**config.mk**
```make
export PLATFORM = sky130hd
export DESIGN_NAME = cpu_stepper_ctrl_flat
export DESIGN_NICKNAME = d
export VERILOG_FILES = /design/src/rtl/cpu_stepper_ctrl_if.sv /design/src/rtl/cpu_stepper_ctrl.sv /design/src/flat_wrapper.sv
export SDC_FILE = /design/constraint.sdc
export NUM_CORES = 1
export LEC_CHECK = 0
export ABC_AREA = 1
export CORE_MARGIN = 2
export CORE_UTILIZATION = 38
export DETAILED_ROUTE_END_ITERATION = 10
export PLACE_DENSITY = 0.75
export RECOVER_POWER = 100
export SETUP_SLACK_MARGIN = 0.5
export SYNTH_ARGS = -nofsm -noshare
export SYNTH_HDL_FRONTEND = slang
export SYNTH_SLANG_ARGS = --single-unit
```
**constraint.sdc**
```tcl
create_clock -name clk -period 1.35 [get_ports clk]
set_input_delay 0.27 -clock clk [delete_from_list [all_inputs] [get_ports clk]]
set_output_delay 0.27 -clock clk [all_outputs]
set_load 0.005 [all_outputs]
```
**src/rtl/cpu_stepper_ctrl_if.sv**
```systemverilog
// cpu_stepper_ctrl_if
//   Groups the sequencer's control inputs and its routing/strobe outputs.
//   slave  : the sequencer (drives o_*, reads i_*)
//   master : whoever feeds it instructions and consumes the strobes
//   i_run, i_step_req        run level / single-instruction request
//   i_ir[7:0], i_flags[3:0]  data_bus word for IR, ALU flags {C,A>B,EQ,Z}
//   o_step[1:6]              one-hot stepper (bit 1 = step 1)
//   o_instr[0:3]             IR[7:4], bit 0 = MSB
//   o_ir_io, o_flags_detected, load/write strobes, o_bus1, o_busy, o_done
interface cpu_stepper_ctrl_if;
  logic       i_run;
  logic       i_step_req;
  logic [7:0] i_ir;
  logic [3:0] i_flags;
  logic [1:6] o_step;
  logic [0:3] o_instr;
  logic       o_ir_io;
  logic       o_flags_detected;
  logic       o_ld_ir, o_ld_mar, o_ld_iar, o_ld_acc, o_ld_tmp, o_ld_gpr;
  logic       o_we_ram, o_we_io, o_ld_flags;
  logic       o_bus1;
  logic       o_busy;
  logic       o_done;

  modport slave (
    input  i_run, i_step_req, i_ir, i_flags,
    output o_step, o_instr, o_ir_io, o_flags_detected,
           o_ld_ir, o_ld_mar, o_ld_iar, o_ld_acc, o_ld_tmp, o_ld_gpr,
           o_we_ram, o_we_io, o_ld_flags, o_bus1, o_busy, o_done
  );

  modport master (
    output i_run, i_step_req, i_ir, i_flags,
    input  o_step, o_instr, o_ir_io, o_flags_detected,
           o_ld_ir, o_ld_mar, o_ld_iar, o_ld_acc, o_ld_tmp, o_ld_gpr,
           o_we_ram, o_we_io, o_ld_flags, o_bus1, o_busy, o_done
  );
endinterface

```
**src/rtl/cpu_stepper_ctrl.sv**
```systemverilog
// cpu_stepper_ctrl
//   Six-step instruction sequencer. Each step is held CYCLES_PER_STEP
//   clocks; load/write strobes are asserted on the last clock of a step so
//   the capturing edge is the one that ends the step. Owns IR and the flag
//   register used for conditional jumps.
//   clk, rst_n : clock, asynchronous active-low reset
//   bus        : cpu_stepper_ctrl_if.slave (see interface header)
module cpu_stepper_ctrl #(
  parameter int CYCLES_PER_STEP = 1
) (
  input  logic                clk,
  input  logic                rst_n,
  cpu_stepper_ctrl_if.slave   bus
);
  localparam int DIV_W = (CYCLES_PER_STEP > 1) ? $clog2(CYCLES_PER_STEP) : 1;
  localparam logic [DIV_W-1:0] DIV_LAST = DIV_W'(CYCLES_PER_STEP - 1);

  typedef enum logic [2:0] {S_IDLE, S_1, S_2, S_3, S_4, S_5, S_6} state_e;

  state_e           state_q, state_d;
  logic [DIV_W-1:0] div_q, div_d;
  logic [7:0]       ir_q, ir_d;
  logic [3:0]       flag_q, flag_d;

  logic       last;
  logic [3:0] op;
  logic       fd;
  logic       ld_ir, ld_mar, ld_iar, ld_acc, ld_tmp, ld_gpr;
  logic       we_ram, we_io, ld_flags, bus1;

  assign last = (div_q == DIV_LAST);
  assign op   = ir_q[7:4];
  assign fd   = |(flag_q & ir_q[3:0]);

  // Strobe decode: only on the last clock of a step, and never in IDLE.
  always_comb begin
    ld_ir = 1'b0; ld_mar = 1'b0; ld_iar = 1'b0; ld_acc = 1'b0; ld_tmp = 1'b0;
    ld_gpr = 1'b0; we_ram = 1'b0; we_io = 1'b0; ld_flags = 1'b0; bus1 = 1'b0;
    if (last) begin
      case (state_q)
        S_1: begin ld_mar = 1'b1; ld_acc = 1'b1; bus1 = 1'b1; end
        S_2: ld_ir  = 1'b1;
        S_3: ld_iar = 1'b1;
        S_4: begin
          if (op[3]) ld_tmp = 1'b1;
          else begin
            case (op[2:0])
              3'd0, 3'd1, 3'd4: ld_mar = 1'b1;
              3'd2, 3'd5: begin ld_mar = 1'b1; ld_acc = 1'b1; bus1 = 1'b1; end
              3'd3: ld_iar   = 1'b1;
              3'd6: ld_flags = 1'b1;
              default: we_io = ir_q[3];
            endcase
          end
        end
        S_5: begin
          if (op[3]) begin ld_acc = 1'b1; ld_flags = 1'b1; end
          else begin
            case (op[2:0])
              3'd0, 3'd2: ld_gpr = 1'b1;
              3'd1:       we_ram = 1'b1;
              3'd4, 3'd5: ld_iar = 1'b1;
              3'd7:       ld_gpr = !ir_q[3];
              default: ;
            endcase
          end
        end
        S_6: begin
          if (op[3])          ld_gpr = (op != 4'hF);  // CMP only sets flags
          else if (op == 4'h2) ld_iar = 1'b1;          // skip past DATA word
          else if (op == 4'h5) ld_iar = fd;            // taken conditional jump
        end
        default: ;
      endcase
    end
  end

  // Next-state: step advances on the last divider clock; step 6 wraps to
  // step 1 only while i_run is held, so a request during busy is dropped.
  always_comb begin
    state_d = state_q;
    div_d   = div_q;
    ir_d    = ld_ir    ? bus.i_ir    : ir_q;
    flag_d  = ld_flags ? bus.i_flags : flag_q;
    if (state_q == S_IDLE) begin
      div_d = '0;
      if (bus.i_run || bus.i_step_req) state_d = S_1;
    end else if (!last) begin
      div_d = div_q + DIV_W'(1);
    end else begin
      div_d = '0;
      case (state_q)
        S_1: state_d = S_2;
        S_2: state_d = S_3;
        S_3: state_d = S_4;
        S_4: state_d = S_5;
        S_5: state_d = S_6;
        default: state_d = bus.i_run ? S_1 : S_IDLE;
      endcase
    end
  end

  always_ff @(posedge clk or negedge rst_n) begin
    if (!rst_n) begin
      state_q <= S_IDLE;
      div_q   <= '0;
      ir_q    <= '0;
      flag_q  <= '0;
    end else begin
      state_q <= state_d;
      div_q   <= div_d;
      ir_q    <= ir_d;
      flag_q  <= flag_d;
    end
  end

  always_comb begin
    bus.o_step = '0;
    case (state_q)
      S_1: bus.o_step[1] = 1'b1;
      S_2: bus.o_step[2] = 1'b1;
      S_3: bus.o_step[3] = 1'b1;
      S_4: bus.o_step[4] = 1'b1;
      S_5: bus.o_step[5] = 1'b1;
      S_6: bus.o_step[6] = 1'b1;
      default: ;
    endcase
  end

  assign bus.o_instr          = ir_q[7:4];
  assign bus.o_ir_io          = ir_q[3];
  assign bus.o_flags_detected = fd;
  assign bus.o_ld_ir          = ld_ir;
  assign bus.o_ld_mar         = ld_mar;
  assign bus.o_ld_iar         = ld_iar;
  assign bus.o_ld_acc         = ld_acc;
  assign bus.o_ld_tmp         = ld_tmp;
  assign bus.o_ld_gpr         = ld_gpr;
  assign bus.o_we_ram         = we_ram;
  assign bus.o_we_io          = we_io;
  assign bus.o_ld_flags       = ld_flags;
  assign bus.o_bus1           = bus1;
  assign bus.o_busy           = (state_q != S_IDLE);
  assign bus.o_done           = (state_q == S_6) && last;
endmodule

```
**src/flat_wrapper.sv**
```systemverilog
// flat-port wrapper written by rule: the top's interface ports become plain ports
module cpu_stepper_ctrl_flat 
#(
  parameter int CYCLES_PER_STEP = 1
)
  (clk, rst_n, bus_i_run, bus_i_step_req, bus_i_ir, bus_i_flags, bus_o_step, bus_o_instr, bus_o_ir_io, bus_o_flags_detected, bus_o_ld_ir, bus_o_ld_mar, bus_o_ld_iar, bus_o_ld_acc, bus_o_ld_tmp, bus_o_ld_gpr, bus_o_we_ram, bus_o_we_io, bus_o_ld_flags, bus_o_bus1, bus_o_busy, bus_o_done);
  cpu_stepper_ctrl_if bus_i ();
  input  logic clk;
  input  logic rst_n;
  input wire logic [$bits(bus_i.i_run)-1:0] bus_i_run;
  input wire logic [$bits(bus_i.i_step_req)-1:0] bus_i_step_req;
  input wire logic [$bits(bus_i.i_ir)-1:0] bus_i_ir;
  input wire logic [$bits(bus_i.i_flags)-1:0] bus_i_flags;
  output wire logic [$bits(bus_i.o_step)-1:0] bus_o_step;
  output wire logic [$bits(bus_i.o_instr)-1:0] bus_o_instr;
  output wire logic [$bits(bus_i.o_ir_io)-1:0] bus_o_ir_io;
  output wire logic [$bits(bus_i.o_flags_detected)-1:0] bus_o_flags_detected;
  output wire logic [$bits(bus_i.o_ld_ir)-1:0] bus_o_ld_ir;
  output wire logic [$bits(bus_i.o_ld_mar)-1:0] bus_o_ld_mar;
  output wire logic [$bits(bus_i.o_ld_iar)-1:0] bus_o_ld_iar;
  output wire logic [$bits(bus_i.o_ld_acc)-1:0] bus_o_ld_acc;
  output wire logic [$bits(bus_i.o_ld_tmp)-1:0] bus_o_ld_tmp;
  output wire logic [$bits(bus_i.o_ld_gpr)-1:0] bus_o_ld_gpr;
  output wire logic [$bits(bus_i.o_we_ram)-1:0] bus_o_we_ram;
  output wire logic [$bits(bus_i.o_we_io)-1:0] bus_o_we_io;
  output wire logic [$bits(bus_i.o_ld_flags)-1:0] bus_o_ld_flags;
  output wire logic [$bits(bus_i.o_bus1)-1:0] bus_o_bus1;
  output wire logic [$bits(bus_i.o_busy)-1:0] bus_o_busy;
  output wire logic [$bits(bus_i.o_done)-1:0] bus_o_done;
  assign bus_i.i_run = bus_i_run;
  assign bus_i.i_step_req = bus_i_step_req;
  assign bus_i.i_ir = bus_i_ir;
  assign bus_i.i_flags = bus_i_flags;
  assign bus_o_step = bus_i.o_step;
  assign bus_o_instr = bus_i.o_instr;
  assign bus_o_ir_io = bus_i.o_ir_io;
  assign bus_o_flags_detected = bus_i.o_flags_detected;
  assign bus_o_ld_ir = bus_i.o_ld_ir;
  assign bus_o_ld_mar = bus_i.o_ld_mar;
  assign bus_o_ld_iar = bus_i.o_ld_iar;
  assign bus_o_ld_acc = bus_i.o_ld_acc;
  assign bus_o_ld_tmp = bus_i.o_ld_tmp;
  assign bus_o_ld_gpr = bus_i.o_ld_gpr;
  assign bus_o_we_ram = bus_i.o_we_ram;
  assign bus_o_we_io = bus_i.o_we_io;
  assign bus_o_ld_flags = bus_i.o_ld_flags;
  assign bus_o_bus1 = bus_i.o_bus1;
  assign bus_o_busy = bus_i.o_busy;
  assign bus_o_done = bus_i.o_done;
  cpu_stepper_ctrl #(.CYCLES_PER_STEP(CYCLES_PER_STEP)) u_core (.clk(clk), .rst_n(rst_n), .bus(bus_i));
endmodule
```
==> flow_summary_export.csv, run 1 <==
group,metric,value,unit
status,firstError,"[ERROR GRT-0232] Routing congestion too high. Check the congestion heatmap in the GUI.",
sta,worstEndpointGrtRepair,"bus_o_ld_mar",
clocking,cts_buffer_depth,2,
logic_synthesis,netlist_top_cells_count,"nand2_1, dfrtp_1, inv_1, nor2_1, nand3_1",
logic_synthesis,yosysWarnings,0,
logic_synthesis,netlist_top_cells_area,"dfrtp_1, nand2_1, inv_1",
logic_synthesis,ys_seq_area_share,37.74,%
logic_synthesis,async_flop_share,100.0,%
clocking,h-tree-depth,1,
clocking,cts_root_buf,"clkbuf_4",
logic_synthesis,synthCells,143,
die,io_pins,40,
placed_design,dpl_cell_area,0.001622,mm2
global_route,grt_max_degree,16,
logic_synthesis,ys_types,24,
logic_synthesis,synth_most_common_cell,"nand2_1",
placed_design,dp_hpwl,2.224,mm
logic_synthesis,synth_nets,160,
status,status,"stopped before the end",
logic_synthesis,synth_edf_count,0,
die,rows,18,
logic_synthesis,syn_avg_cell_area,6.956,um2
die,die_x,55.16,um
logic_synthesis,synth_top_area_cell,"dfrtp_1",
global_route,overflow,33,
die,initial_core_util,40.15,%
logic_synthesis,synth_area,994.7,um2
status,lastStage,"global routing (5_1_grt)",
clocking,cts_sinks,15,
logic_synthesis,ys.flop_type,"dfrtp_1",
clocking,cts_buffers,3,
die,die_h,55.16,um
sta,worstEndpointType,"primary output",
logic_synthesis,synth-seq-cells,15,
placed_design,io_buffers,39,
logic_synthesis,synth_top_cell_area_share,37.74,%
placed_design,place.gp.congestion,0.8818,
global_route,grtUsageTotal,71.74,%
-- what timing repair did --
item / 4_1_cts
buffers inserted: 29
endpoints found under the setup margin: 39
hold buffers: 0
pin swaps: 24
resized for setup: 184
gates cloned: 1
-- cells by family after synthesis --
kind of cell,after synthesis,synth area share [%]
adder cells (fa/ha/maj),1,1.258
flip-flops,15,37.74
AO/OA/AOI/OAI,12,6.667
buffers and inverters,26,13.21
AND/OR/NAND/NOR,89,41.13
-- through the flow --
step | hold WS (ns) | instances | setup TNS, ns | util (%) | worst slack (ns)
after floorplan | -0.02559 | 143 | 0 | - | 0.08159
after global placement | 0.4636 | 234 | -5.170 | 65.45 | -0.3861
after detailed placement | 0.4690 | 234 | -5.792 | 65.45 | -0.4202
after CTS | 0.3042 | 268 | -7.184 | 85.05 | -0.4129
-- routing by layer --
layer | GRT overflow | track usage [%]
met5 | 0 | 0
met1 | 0 | 72.32
met3 | 1 | 40.59
met4 | 13 | 86.59
met2 | 19 | 93.65
==> inputs of run 2 (changes only) <==
--- a/config.mk
+++ b/config.mk
@@ -6,12 +6,11 @@
 export NUM_CORES = 1
 export LEC_CHECK = 0
 export ABC_AREA = 1
-export CORE_MARGIN = 2
-export CORE_UTILIZATION = 38
+export CORE_AREA = 2 2 63 65
 export DETAILED_ROUTE_END_ITERATION = 10
-export PLACE_DENSITY = 0.75
+export DIE_AREA = 0 0 65 67
+export PLACE_DENSITY_LB_ADDON = 0.15
 export RECOVER_POWER = 100
-export SETUP_SLACK_MARGIN = 0.5
 export SYNTH_ARGS = -nofsm -noshare
 export SYNTH_HDL_FRONTEND = slang
 export SYNTH_SLANG_ARGS = --single-unit
==> constraint.sdc (replaced) <==
create_clock -name clk -period 1.8 [get_ports clk]
set_input_delay 0.36 -clock clk [delete_from_list [all_inputs] [get_ports clk]]
set_output_delay 0.36 -clock clk [all_outputs]
set_load 0.005 [all_outputs]
==> run 2 against run 1 <==
The flow now finishes, with violations (setup timing). Area after synthesis stayed put. Synthesized cell count is the same.
==> flow_summary_export.csv, run 2 <==
group,metric,value,unit
status,status,"complete, but fails checks",
status,violations,"setup timing",
final_layout,layout_common_cells,"nand2_1, buf_4, clkdlybuf4s50_1",
placed_design,dpl_cell_area,0.001602,mm2
placed_design,place.gp.congestion,0.9123,
die,rows,22,
clocking,cts_hold_buf,0,
critical_path,crit_path_end_kind,"primary output",
critical_path,worstPathArrival,1.48,ns
placed_design,io_buffers,39,
critical_path,critPathSlowestCell,"dfrtp_1",
logic_synthesis,ys.flop_type,"dfrtp_1",
route,dr.first_iter.drc_count,36,
logic_synthesis,synth_top_cell_area_share,37.74,%
route,postRouteAntennaNets,0,
logic_synthesis,synth-seq-cells,15,
logic_synthesis,yosys.area_share.xor_xnor,0,%
power_and_ir_drop,p_clk_share,9.1,%
final_layout,synthToLayoutAreaGrowth,86.04,%
power_and_ir_drop,irDropWorstVdd,494.5,uV
sta,tightest_slew,0.8068,ns
global_route,grt_pass1_vias,1166,
global_route,grt_pass1_wl,4.974,mm
power_and_ir_drop,intPower,1.772,mW
placed_design,dp_hpwl,2.326,mm
logic_synthesis,synth_fa_ha_area_share,1.258,%
sta,hold_slack,0.4767,ns
clocking,h-tree-depth,1,
logic_synthesis,ys_seq_area_share,37.74,%
clocking,cts_buffer_depth,2,
clocking,clk_latency,0.25,ns
sta,setup_viol,4,
sta,drv_slew,0,
route,first_pass_iters,4,
logic_synthesis,async_flop_share,100.0,%
sta,finalCritPeriodShare,102.2,%
global_route,grtUsageTotal,14.75,%
final_layout,top_register,"u_core.ir_q",
critical_path,crit_fanout,5,
critical_path,critPathMostFrequentCell,"nand2_4",
critical_path,cp-start-kind,"register",
logic_synthesis,yosysWarnings,0,
sta,relSlewSlack,46.21,%
clocking,clkSlewWorstSetupHoldPaths,0.06,ns
logic_synthesis,synth_mux_area_share,0,%
power_and_ir_drop,p_sw_share,40.69,%
critical_path,critPathBufInv,4,
critical_path,rrSetupSlack,0.35,ns
power_and_ir_drop,power_frac_seq,21.0,%
critical_path,critPathTopFamily,"buffers and inverters",
die,design.core.area,0.003606,mm2
worst_hold_path,holdPathEnd,"u_core.flag_q[1]$_DFFE_PN0P_",
critical_path,reg2reg_to,"u_core.state_q[1]$_DFFE_PN0P_",
logic_synthesis,synth_most_common_cell,"nand2_1",
logic_synthesis,synth_compound_area_share,6.667,%
power_and_ir_drop,power.density,1614,mW/mm2
final_layout,fin_cells,277,
clocking,cts_root_buf,"clkbuf_8",
final_layout,top_regs,"u_core.ir_q (8), u_core.flag_q (4), u_core.state_q (3)",
final_layout,stdcell_area,0.001851,mm2
logic_synthesis,synth-simple-area-share,41.13,%
logic_synthesis,synth_area,994.7,um2
power_and_ir_drop,p_comb_share,69.9,%
die,initial_core_util,27.59,%
route,routedWlPerCell,11.37,um
critical_path,crit_chain,"buf_4 > buf_6 > nand2_4 > inv_2 > nand2_4 > o31ai_2 > dlygate4sd2_1",
run,cap_violations,0,
logic_synthesis,synth_nets,160,
logic_synthesis,netlist_top_cells_count,"nand2_1, dfrtp_1, inv_1, nor2_1, nand3_1",
final_layout,layout_commonest_cell,"nand2_1",
route,vias_per_cell,4.296,
route,vias,1190,
global_route,grt_max_degree,16,
worst_hold_path,min-delay-path-class,"reg2reg",
critical_path,ff2ff_path_depth,9,
final_layout,layout-drive-gt1-share,40.17,%
route,drcViolationCount,0,
clocking,cts_sinks,15,
sta,clock.fmax,543.4,MHz
logic_synthesis,synthCells,143,
critical_path,cp.required,1.44,ns
critical_path,crit_type,"reg2out",
die,io_pins,40,
die,die_h,67,um
worst_hold_path,min_from,"u_core.flag_q[1]$_DFFE_PN0P_",
critical_path,slowest_delay,0.41,ns
sta,finalHoldViolations,0,
final_layout,largest_reg_flops,8,
clocking,cts_tree,"built",
route,wirelength,3.149,mm
sta,finalCriticalPeriod,1.840,ns
power_and_ir_drop,power_switching,1.216,mW
sta,rsz0062_at_grt,"yes",
logic_synthesis,synth_top_family_by_area,"simple AND/OR/NAND/NOR gates",
worst_hold_path,whs_path_depth,2,
clocking,cts_buffers,3,
global_route,grt_antenna_before_repair,0,
logic_synthesis,syn_avg_cell_area,6.956,um2
critical_path,timing.rr.start,"u_core.state_q[0]$_DFFE_PN0P_",
placed_design,pre_cts_slack,-0.05220,ns
global_route,overflow,0,
die,die-area,0.004355,mm2
final_layout,final_nets,247,
die,die_x,65,um
sta,worst_slack,-0.04025,ns
power_and_ir_drop,leakagePower,1.019,nW
logic_synthesis,synth_top_area_cell,"dfrtp_1",
logic_synthesis,ys_types,24,
placed_design,place_inst,251,
final_layout,diodes,0,
sta,skew,0.002614,ns
logic_synthesis,netlist_top_cells_area,"dfrtp_1, nand2_1, inv_1",
logic_synthesis,synth_edf_count,0,
-- run 2: cells by family (layout without fill, tap and decap cells) --
group / after synthesis / count (layout)
AND/OR/NAND/NOR: 89 / 89
buffers and inverters: 26 / 112
AO/OA/AOI/OAI: 12 / 12
flip-flops: 15 / 15
adder cells (fa/ha/maj): 1 / 1
-- run 2: worst max-delay path by stage --
stage | depth (start not counted) | to | slack [ns] | startpoint
after floorplan | 8 | bus_o_ld_flags | 0.41 | u_core.ir_q[7]$_DFFE_PN0P_
after global placement | 9 | bus_o_ld_acc | -0.04 | u_core.ir_q[5]$_DFFE_PN0P_
after detailed placement | 8 | bus_o_ld_flags | -0.05 | u_core.ir_q[4]$_DFFE_PN0P_
after CTS | 6 | bus_o_step[5] | -0.10 | u_core.state_q[0]$_DFFE_PN0P_
after global routing | 7 | bus_o_done | -0.1 | u_core.state_q[0]$_DFFE_PN0P_
final | 7 | bus_o_ld_mar | -0.04 | u_core.state_q[0]$_DFFE_PN0P_
-- run 2: layout make-up --
cell class	count	area [um2]
inverters	18	70.07
well taps	48	60.06
multi-input cells	102	556.8
fillers	370	1755
clock buffers	4	45.04
flip-flops and latches	15	377.9
repair buffers	90	740.7
-- run 2: repair_timing --
| action | 4_1_cts | 5_1_grt |
|---|---|---|
| setup endpoints to repair | 19 | 14 |
| hold endpoints to repair | 0 | 0 |
| resized for setup | 47 | 22 |
| setup buffers | 16 | 6 |
| pin swaps | 6 | 7 |
-- run 2: stage by stage --
| step | util [%] | setup TNS, ns | power (mW) |
|---|---|---|---|
| floorplan | - | 0 | 1.431 |
| global placement | 44.41 | -0.07644 | 2.296 |
| detailed placement | 44.41 | -0.1617 | 2.312 |
| CTS | 49.58 | -0.1689 | 2.803 |
| global route | 51.32 | -0.7102 | 3.218 |
| finish | 51.32 | -0.07865 | 2.987 |
-- run 2: power by group through the flow --
stage	Clock (mW)	Sequential, mW	Combinational, mW
after floorplan	0	0.610	0.821
after global placement	0	0.639	1.66
after detailed placement	0	0.649	1.66
after CTS	0.279	0.623	1.90
after global routing	0.299	0.644	2.28
final	0.271	0.629	2.09
-- run 2: routing by layer --
layer / share of wire [%] / global-route usage [%] / wire (um) / up-vias
li1: - / - / - / 610
met1: 43 / 17.84 / 1368 / 542
met2: 51 / 26.68 / 1591 / 34
met3: 4.9 / 1.858 / 154 / 4
met4: 1.1 / 5.319 / 35 / 0
met5: 0 / 0 / 0 / -
-- run 2: worst reg2reg max path, cell delays in order (launching register included) --
cell	delay, ns
dfrtp_1	0.40
inv_2	0.07
buf_6	0.12
buf_4	0.13
buf_4	0.13
nand3_4	0.07
inv_2	0.05
buf_4	0.17
o21ai_0	0.15
inv_1	0.05
(Power assumes the default switching activity.)
==> inputs of run 3 (changes only) <==
--- a/config.mk
+++ b/config.mk
@@ -11,6 +11,7 @@
 export DIE_AREA = 0 0 65 67
 export PLACE_DENSITY_LB_ADDON = 0.15
 export RECOVER_POWER = 100
+export SLEW_MARGIN = 20
 export SYNTH_ARGS = -nofsm -noshare
 export SYNTH_HDL_FRONTEND = slang
 export SYNTH_SLANG_ARGS = --single-unit
==> constraint.sdc (replaced) <==
create_clock -name clk -period 2.3 [get_ports clk]
set_input_delay 0.46 -clock clk [delete_from_list [all_inputs] [get_ports clk]]
set_output_delay 0.46 -clock clk [all_outputs]
set_load 0.005 [all_outputs]
==> run 3 against run 2 <==
The run now ends clean. Core utilization down 10 points. Non-clock buffer count down 47. Design area down 20%. Clock power down 25%. Clock-buffer cell count unchanged. Clock skew down 0.0012 ns. Largest cell class is now multi-input gates. Highest routed layer unchanged.
==> flow_summary_export.csv, run 3 (synthesis results as in run 2) <==
group,metric,value,unit
power_and_ir_drop,finalPower,1.776,mW
sta,clock.fmax,450.8,MHz
power_and_ir_drop,p_comb_share,59.1,%
critical_path,worstPathArrival,1.76,ns
power_and_ir_drop,power.density,1205,mW/mm2
die,die_h,67,um
route,wirelength,2.501,mm
clocking,cts_buffers,3,
route,postRouteAntennaNets,0,
route,drcViolationCount,0,
sta,drv_slew,0,
final_layout,diodes,0,
sta,rsz0062_at_grt,"yes",
critical_path,crit_chain,"inv_2 > buf_4 > nor3_2 > nor2_1 > nand3_1 > clkdlybuf4s50_1",
global_route,grtUsageTotal,12.23,%
final_layout,multiInputGateArea,498.0,um2
worst_hold_path,min_from,"u_core.flag_q[3]$_DFFE_PN0P_",
sta,hold_slack,0.4773,ns
final_layout,layout_commonest_cell,"nand2_1",
route,dr.first_iter.drc_count,80,
final_layout,layout-drive-gt1-share,15.38,%
power_and_ir_drop,leakagePower,0.7431,nW
power_and_ir_drop,irDropWorstVdd,391.2,uV
placed_design,place_inst,223,
final_layout,regArea,377.9,um2
run,cap_violations,0,
final_layout,fill_cells,382,
critical_path,crit_type,"reg2out",
final_layout,synthToLayoutAreaGrowth,48.18,%
sta,setup_tns,0,ns
sta,setup_viol,0,
global_route,grt_max_degree,16,
critical_path,slowest_delay,0.50,ns
worst_hold_path,holdPathEnd,"u_core.flag_q[3]$_DFFE_PN0P_",
status,status,"complete, no violations",
critical_path,timing.rr.start,"u_core.state_q[2]$_DFFE_PN0P_",
final_layout,top_regs,"u_core.ir_q (8), u_core.flag_q (4), u_core.state_q (3)",
clocking,cts_root_buf,"clkbuf_8",
final_layout,stdcell_area,0.001474,mm2
critical_path,crit_path_end_kind,"primary output",
route,first_pass_iters,4,
die,io_pins,40,
sta,finalHoldViolations,0,
critical_path,crit_fanout,4,
global_route,grt_antenna_before_repair,0,
final_layout,layout_common_cells,"nand2_1, clkdlybuf4s50_1, inv_1, dfrtp_1, nor2_1",
clocking,cts_tree,"built",
die,die-area,0.004355,mm2
critical_path,ff2ff_path_depth,6,
sta,finalCriticalPeriod,2.219,ns
final_layout,top_register,"u_core.ir_q",
power_and_ir_drop,intPower,1.020,mW
clocking,clkSlewWorstSetupHoldPaths,0.06,ns
critical_path,rrSetupSlack,0.97,ns
sta,relSlewSlack,53.36,%
clocking,cts_hold_buf,0,
route,routedWlPerCell,10.87,um
power_and_ir_drop,power_frac_seq,29.5,%
die,initial_core_util,27.59,%
route,vias_per_cell,4.413,
global_route,overflow,0,
sta,skew,0.001412,ns
final_layout,largest_reg_flops,8,
critical_path,critPathSlowestCell,"clkdlybuf4s50_1",
worst_hold_path,min-delay-path-class,"reg2reg",
critical_path,reg2reg_to,"u_core.ir_q[7]$_DFFE_PN0P_",
power_and_ir_drop,p_sw_share,42.59,%
placed_design,dp_hpwl,2.025,mm
die,die_x,65,um
placed_design,place.gp.congestion,0.8751,
worst_hold_path,whs_path_depth,2,
sta,tightest_slew,0.6973,ns
clocking,clk_latency,0.24,ns
die,design.core.area,0.003606,mm2
power_and_ir_drop,power_switching,756.5,uW
die,rows,22,
clocking,cts_sinks,15,
global_route,grt_pass1_wl,4.181,mm
final_layout,fin_cells,230,
placed_design,dpl_cell_area,0.001391,mm2
sta,finalCritPeriodShare,96.46,%
critical_path,cp.required,1.84,ns
critical_path,cp-start-kind,"register",
placed_design,io_buffers,39,
power_and_ir_drop,p_clk_share,11.4,%
final_layout,final_nets,200,
clocking,h-tree-depth,1,
global_route,grt_pass1_vias,947,
route,vias,1015,
clocking,cts_buffer_depth,2,
==> run 3: changes by cell type in the layout (fill, tap and decap cells not counted), sizes merged <==
cell / previous run / this run
buf: 54 / 4
clkbuf: 10 / 4
dlymetal6s2s: 2 / 1
dlygate4sd2: 9 / 0
clkdlybuf4s50: 18 / 37
==> run 3: layout make-up <==
class / count / area share [%]
clock buffers: 4 / 3.056
well taps: 48 / 4.075
flip-flops and latches: 15 / 25.64
inverters: 18 / 4.754
multi-input cells: 102 / 33.79
repair buffers: 43 / 28.69
==> run 3: critical path: cells and delay by family (launching register included) <==
| kind | cells | cell delay, ns |
|---|---|---|
| buffers and inverters | 3 | 0.74 |
| and+or+nand+nor | 3 | 0.37 |
| DFF | 1 | 0.41 |
==> run 3: metrics by stage <==
step / util [%] / setup WS (ns)
3_3_place_gp: 38.58 / 0.1913
3_5_place_dp: 38.58 / 0.2245
2_1_floorplan: - / 0.8087
4_1_cts: 40.08 / 0.01691
5_1_grt: 40.87 / -0.01509
6_report: 40.87 / 0.08149
==> run 3: how the worst max path moves through the flow <==
stage               slack [ns]        endpoint                          start
floorplan                 0.81  bus_o_ld_flags     u_core.ir_q[7]$_DFFE_PN0P_
global placement          0.19  bus_o_ld_flags     u_core.ir_q[7]$_DFFE_PN0P_
detailed placement        0.22  bus_o_ld_flags     u_core.ir_q[7]$_DFFE_PN0P_
CTS                       0.02  bus_o_ld_flags  u_core.state_q[0]$_DFFE_PN0P_
global route             -0.02    bus_o_ld_acc  u_core.state_q[1]$_DFFE_PN0P_
finish                    0.08    bus_o_ld_iar  u_core.state_q[1]$_DFFE_PN0P_
==> run 3: power by group through the flow <==
stage | Clock, mW | Sequential, mW | Combinational [mW]
floorplan | 0 | 0.477 | 0.642
global placement | 0 | 0.521 | 0.999
detailed placement | 0 | 0.522 | 1.00
CTS | 0.214 | 0.523 | 1.02
global route | 0.226 | 0.537 | 1.19
finish | 0.203 | 0.523 | 1.05
==> run 3: timing repair <==
item / CTS / global route
endpoints found under the setup margin: 1 / 4
setup buffers: 1 / 2
pin swaps: 0 / 1
gates resized for setup: 2 / 6
==> run 3: routing by layer <==
layer | global-route usage, % | wire [um] | share of wire, % | vias to the layer above
met3 | 2.196 | 214 | 8.6 | 8
li1 | - | - | - | 516
met4 | 4.255 | 32 | 1.3 | 0
met2 | 19.33 | 1093 | 44 | 53
met1 | 16.70 | 1160 | 46 | 438
met5 | 0 | 0 | 0 | -
